`src/rtl/register_pkg.sv`:
```
// Shared definitions for the universal register.
// Holds the operation encodings carried on the 3-bit mode port, the byte-lane
// width, and a helper that derives the lane count from a word width.
package register_pkg;

  typedef enum logic [2:0] {
    MODE_HOLD = 3'd0,
    MODE_LOAD = 3'd1,
    MODE_SHL  = 3'd2,
    MODE_SHR  = 3'd3,
    MODE_ROL  = 3'd4,
    MODE_ROR  = 3'd5,
    MODE_INC  = 3'd6,
    MODE_DEC  = 3'd7
  } mode_e;

  localparam int LANE_W = 8;

  // Byte-lane count for the default 16-bit word.
  localparam int DEFAULT_LANES = 16 / LANE_W;

  function automatic int lane_count(input int width);
    return width / LANE_W;
  endfunction

endpackage

```
`src/rtl/register_lane.sv`:
```
// One 8-bit slice of the universal register.
// Ports:
//   clk   - rising-edge clock
//   clear - synchronous active-low reset, loads RESET_VAL
//   load  - lane update enable for this edge
//   next  - value captured when load is high
//   q     - lane contents
module register_lane #(
  parameter logic [7:0] RESET_VAL = 8'h00
) (
  input  logic       clk,
  input  logic       clear,
  input  logic       load,
  input  logic [7:0] next,
  output logic [7:0] q
);

  always_ff @(posedge clk) begin
    if (!clear) begin
      q <= RESET_VAL;
    end else if (load) begin
      q <= next;
    end
  end

endmodule

```
`src/rtl/register_universal.sv`:
```
// Parametrised multi-mode datapath register: hold, per-byte load, shift,
// rotate, increment and decrement, with a registered carry/borrow/shift-out
// flag and a combinational zero flag.
// Ports:
//   clk   - rising-edge clock
//   clear - synchronous active-low reset (q <= RESET_VAL, co <= 0)
//   en    - operation enable; low holds all state
//   mode  - operation select (register_pkg::mode_e encodings)
//   d     - parallel load data
//   be    - byte-lane load enables, used only in LOAD
//   sin   - serial input for SHL/SHR
//   q     - register contents
//   co    - carry, borrow or shifted-out bit from the last operation
//   zero  - high when q is zero
module register_universal
  import register_pkg::*;
#(
  parameter int               WIDTH     = 16,
  parameter logic [WIDTH-1:0] RESET_VAL = '0
) (
  input  logic               clk,
  input  logic               clear,
  input  logic               en,
  input  logic [2:0]         mode,
  input  logic [WIDTH-1:0]   d,
  input  logic [WIDTH/8-1:0] be,
  input  logic               sin,
  output logic [WIDTH-1:0]   q,
  output logic               co,
  output logic               zero
);

  localparam int LANES = lane_count(WIDTH);

  mode_e            op;
  logic [WIDTH-1:0] q_next;
  logic             co_next;
  logic [LANES-1:0] lane_load;

  assign op = mode_e'(mode);

  // Next word and flag for every operation. LOAD presents d to all lanes;
  // the per-lane enables decide which lanes actually take it.
  always_comb begin
    q_next  = q;
    co_next = co;
    case (op)
      MODE_HOLD: begin
        q_next  = q;
        co_next = co;
      end
      MODE_LOAD: begin
        q_next  = d;
        co_next = 1'b0;
      end
      MODE_SHL: begin
        q_next  = {q[WIDTH-2:0], sin};
        co_next = q[WIDTH-1];
      end
      MODE_SHR: begin
        q_next  = {sin, q[WIDTH-1:1]};
        co_next = q[0];
      end
      MODE_ROL: begin
        q_next  = {q[WIDTH-2:0], q[WIDTH-1]};
        co_next = q[WIDTH-1];
      end
      MODE_ROR: begin
        q_next  = {q[0], q[WIDTH-1:1]};
        co_next = q[0];
      end
      MODE_INC: begin
        {co_next, q_next} = {1'b0, q} + {{WIDTH{1'b0}}, 1'b1};
      end
      MODE_DEC: begin
        q_next  = q - {{(WIDTH-1){1'b0}}, 1'b1};
        co_next = (q == '0);
      end
      default: begin
        q_next  = q;
        co_next = co;
      end
    endcase
  end

  // Lane enables: none while disabled or holding, be in LOAD, all otherwise.
  always_comb begin
    lane_load = '0;
    if (en) begin
      case (op)
        MODE_HOLD: lane_load = '0;
        MODE_LOAD: lane_load = be;
        default:   lane_load = '1;
      endcase
    end
  end

  genvar i;
  generate
    for (i = 0; i < LANES; i++) begin : g_lane
      register_lane #(
        .RESET_VAL(RESET_VAL[8*i +: 8])
      ) u_lane (
        .clk  (clk),
        .clear(clear),
        .load (lane_load[i]),
        .next (q_next[8*i +: 8]),
        .q    (q[8*i +: 8])
      );
    end
  endgenerate

  // co is updated by every enabled operation except HOLD; a LOAD with no
  // lanes selected still clears it.
  always_ff @(posedge clk) begin
    if (!clear) begin
      co <= 1'b0;
    end else if (en && (op != MODE_HOLD)) begin
      co <= co_next;
    end
  end

  assign zero = (q == '0);

endmodule

```
`config.mk`:
```
export PLATFORM = sky130hd
export DESIGN_NAME = register_universal
export DESIGN_NICKNAME = d
export VERILOG_FILES = /design/src/rtl/register_pkg.sv /design/src/rtl/register_lane.sv /design/src/rtl/register_universal.sv
export SDC_FILE = /design/constraint.sdc
export NUM_CORES = 1
export LEC_CHECK = 0
export ABC_AREA = 1
export CORE_MARGIN = 2
export CORE_UTILIZATION = 23
export DETAILED_ROUTE_END_ITERATION = 10
export SLEW_MARGIN = 20
export SYNTH_ARGS = -nofsm -noshare
export SYNTH_HDL_FRONTEND = slang
export SYNTH_SLANG_ARGS = --single-unit
```
`constraint.sdc`:
```
create_clock -name clk -period 1.5 [get_ports clk]
set_input_delay 0.15 -clock clk [delete_from_list [all_inputs] [get_ports clk]]
set_output_delay 0.15 -clock clk [all_outputs]
set_load 0.01 [all_outputs]
```
==> impl_metrics.env, run 1 <==
export IMPL_cts_made_buffers=3
export IMPL_ys_flop_type="dfxtp_1"
export IMPL_setup_slack_ns=-0.0170
export IMPL_dr_total_vias=3027
export IMPL_p_leak_nw=1.65
export IMPL_grt_pass1_vias=2699
export IMPL_cts_hold_buf=0
export IMPL_drv_cap=0
export IMPL_drive_above_1_share=0.315
export IMPL_rrSetupSlack_ns=0.03
export IMPL_post_route_drc_count=0
export IMPL_slew_headroom=0.655
export IMPL_routabilityCongestion=0.891
export IMPL_area_growth_pct=61.5
export IMPL_drt_initial_drc_count=251
export IMPL_rsz0062_at_grt="yes"
export IMPL_period_share=1.01
export IMPL_placed_area_mm2=0.00296
export IMPL_ys_types=28
export IMPL_final_util=0.380
export IMPL_critPathMaxFanout=2
export IMPL_design_area_mm2=0.00349
export IMPL_io_buffers=42
export IMPL_row_count=35
export IMPL_drv_slew=0
export IMPL_dpl_cell_count=580
export IMPL_synth_nets=427
export IMPL_crit_arrival_ns=1.37
export IMPL_pin_count=43
export IMPL_max_stage_delay_ns=0.34
export IMPL_initial_core_util=0.235
export IMPL_crit_family="simple AND/OR/NAND/NOR gates"
export IMPL_syn_area_mm2=0.00216
export IMPL_cp_num_buf_inv=3
export IMPL_finalSetupViolations=1
export IMPL_holdWs_ns=0.477
export IMPL_ys_warn_count=0
export IMPL_violations="negative setup slack"
export IMPL_die_area_mm2=0.0102
export IMPL_ant_nets=0
export IMPL_cts_buffer_depth=2
export IMPL_path_class="reg -> out"
export IMPL_hold_depth=2
export IMPL_crit_required_ns=1.35
export IMPL_hold_path_class="reg -> reg"
export IMPL_firstDrtPassIters=5
export IMPL_reg2reg_from="g_lane[0].u_lane.q[0]$_SDFFE_PN0P_"
export IMPL_post_drt_wl_per_cell_um=14.4
export IMPL_async_flop_share=0
export IMPL_tightest_slew_ns=0.517
export IMPL_ys_seq_elements=17
export IMPL_grt_max_degree=17
export IMPL_hp_start="co$_SDFFE_PN0P_"
export IMPL_cp_end_kind="output port"
export IMPL_r2r_worst_path_cells=9
export IMPL_grt_usage=0.158
export IMPL_die_width_um=101
export IMPL_cts_sinks=17
export IMPL_totalWireLength_um=8690
export IMPL_cp_start_kind="flop"
export IMPL_fin_skew_ns=0.00105
export IMPL_cts_tree="yes"
export IMPL_syn_inst=400
export IMPL_avgSynthCellArea_um2=5.41
export IMPL_die_y_um=101
export IMPL_nNetsFinal=520
export IMPL_cp_cell_sequence="nor2_1, inv_1, nor2_4, inv_2, nor4_2, buf_2"
export IMPL_synth_edf_count=0
export IMPL_antenna_cells=0
export IMPL_root_buffer="clkbuf_8"
export IMPL_hold_path_endpoint="co$_SDFFE_PN0P_"
export IMPL_grt_overflow=0
export IMPL_clk_transition_reported_paths_ns=0.08
export IMPL_cp_slowest_cell="dfxtp_2"
export IMPL_synth_seq_area_share=0.157
export IMPL_hold_violations=0
export IMPL_ir_worst_vdd_mv=0.374
export IMPL_r2r_end="g_lane[1].u_lane.q[6]$_SDFFE_PN0P_"
export IMPL_status="finished with violations"
export IMPL_htree_levels=1
export IMPL_vias_per_cell=5.02
export IMPL_fp_coreArea_mm2=0.00920
export IMPL_fmax_mhz=659
export IMPL_antenna_found_initial=0
export IMPL_grt_pass1_wl_um=13100
export IMPL_layoutNonFillerInstCount=603
export IMPL_fin_crit_ns=1.52
export IMPL_pwr_density_cell_mw_per_mm2=564
export IMPL_place_hpwl_um=5970
export IMPL_clock_latency_ns=0.26
-- layout by cell type, fill, tap and decap left out, types with 3 or more instances in the layout --
cell,synthesis,routed
nand4_1,11,11
nand2_2,5,10
nand2_4,0,5
nor2_4,2,10
nand3_2,0,7
xor2_1,3,3
dlygate4sd2_1,0,7
a21oi_1,25,23
o21ai_0,11,7
a21oi_2,7,9
nand3_1,58,49
clkbuf_8,0,3
nor2_2,4,10
buf_12,0,3
inv_2,4,9
nand2_1,118,108
nor2_1,64,50
o21ai_2,1,3
o21ai_1,2,5
inv_1,33,26
buf_4,2,50
buf_6,7,12
dfxtp_2,0,10
dfxtp_1,17,7
clkdlybuf4s50_1,0,28
dlymetal6s2s_1,0,6
-- kinds of logic (layout without fill, tap and decap cells) --
kind of cell / count (synthesis) / in the layout / synth area share
AO/OA/AOI/OAI: 53 / 54 / 0.153
XOR/XNOR: 3 / 3 / 0.0122
adder cells (fa/ha/maj): 2 / 2 / 0.0116
buffers and inverters: 60 / 151 / 0.139
flip-flops: 17 / 17 / 0.157
AND/OR/NAND/NOR: 265 / 265 / 0.526
-- power by group --
group / total, W / internal (W) / switching (W)
Combinational: 0.00108 / 0.000487 / 0.000595
Clock: 0.000386 / 0.000190 / 0.000196
Sequential: 0.000503 / 0.000482 / 0.0000213
-- worst max-delay path by stage --
stage	endpoint	startpoint	slack [ns]	cells past startpoint
4_1_cts	zero	g_lane[0].u_lane.q[1]$_SDFFE_PN0P_	-0.03	7
6_report	zero	g_lane[0].u_lane.q[4]$_SDFFE_PN0P_	-0.02	6
3_3_place_gp	g_lane[1].u_lane.q[7]$_SDFFE_PN0P_	mode[1]	-0.45	10
2_1_floorplan	g_lane[1].u_lane.q[4]$_SDFFE_PN0P_	g_lane[0].u_lane.q[0]$_SDFFE_PN0P_	0.08	10
5_1_grt	zero	g_lane[0].u_lane.q[4]$_SDFFE_PN0P_	-0.08	6
3_5_place_dp	g_lane[1].u_lane.q[7]$_SDFFE_PN0P_	mode[1]	-0.50	10
-- timing repair --
item	in CTS	in global routing
setup endpoints to repair	22	28
setup buffers	2	15
pin swaps	4	23
gates resized for setup	36	76
cloned	0	2
-- per-layer routing --
layer	vias to the layer above	wire (um)	global-route usage	part of all wire
met4	0	108	0.0395	0.012
li1	1483	-	-	-
met1	1423	3940	0.209	0.45
met3	13	454	0.0264	0.052
met2	108	4190	0.268	0.48
met5	-	0	0	0
-- cell usage after synthesis (2+ instances only) --
library cell / number / area, um2
o21ai_1: 2 / 10.0
o211ai_1: 2 / 15.0
xor2_1: 3 / 26.3
nand4_1: 11 / 68.8
ha_1: 2 / 25.0
nand2_1: 118 / 443
o21ai_4: 2 / 32.5
nor2_4: 2 / 22.5
dfxtp_1: 17 / 340
nor2_2: 4 / 25.0
nor2_1: 64 / 240
buf_4: 2 / 15.0
buf_6: 7 / 78.8
nor3_1: 2 / 10.0
inv_1: 33 / 124
a21oi_1: 25 / 125
o21ai_0: 11 / 55.1
inv_2: 4 / 15.0
buf_2: 13 / 65.1
nand3_1: 58 / 290
nand2_2: 5 / 31.3
a21oi_2: 7 / 61.3
-- per-stage QoR --
step | power [W] | worst slack [ns] | TNS [ns]
global placement | 0.00139 | -0.449 | -5.97
detailed placement | 0.00140 | -0.501 | -6.81
finish | 0.00197 | -0.0170 | -0.0170
floorplan | 0.00103 | 0.0756 | 0
global route | 0.00211 | -0.0827 | -0.497
CTS | 0.00183 | -0.0297 | -0.0553
-- registers in the layout (all words and copies together), names as in the netlist --
signal,flops
g_lane.u_lane.q,16
co,1
-- area by class of cell --
cell class,instances,area (um2)
multi-input combinational,324,1760
tap,111,139
sequential,17,353
clock buffer,4,45.0
fill,963,5700
timing repair buffer,110,1050
inverter,37,146
-- tightest hold or removal path, cell delays in order, from the launching register on --
cell and delay, ns:
dfxtp_1 0.32, nand2_1 0.07, a21oi_1 0.05
(Power assumes the default switching activity.)
==> inputs of run 2 (changes only) <==
--- a/config.mk
+++ b/config.mk
@@ -8,6 +8,7 @@
 export ABC_AREA = 1
 export CORE_MARGIN = 2
 export CORE_UTILIZATION = 23
+export CTS_CLUSTER_DIAMETER = 200
 export DETAILED_ROUTE_END_ITERATION = 10
 export SLEW_MARGIN = 20
 export SYNTH_ARGS = -nofsm -noshare
==> results of run 2 <==
Same layout as run 1: the final DEF is identical, and so are final timing and power.
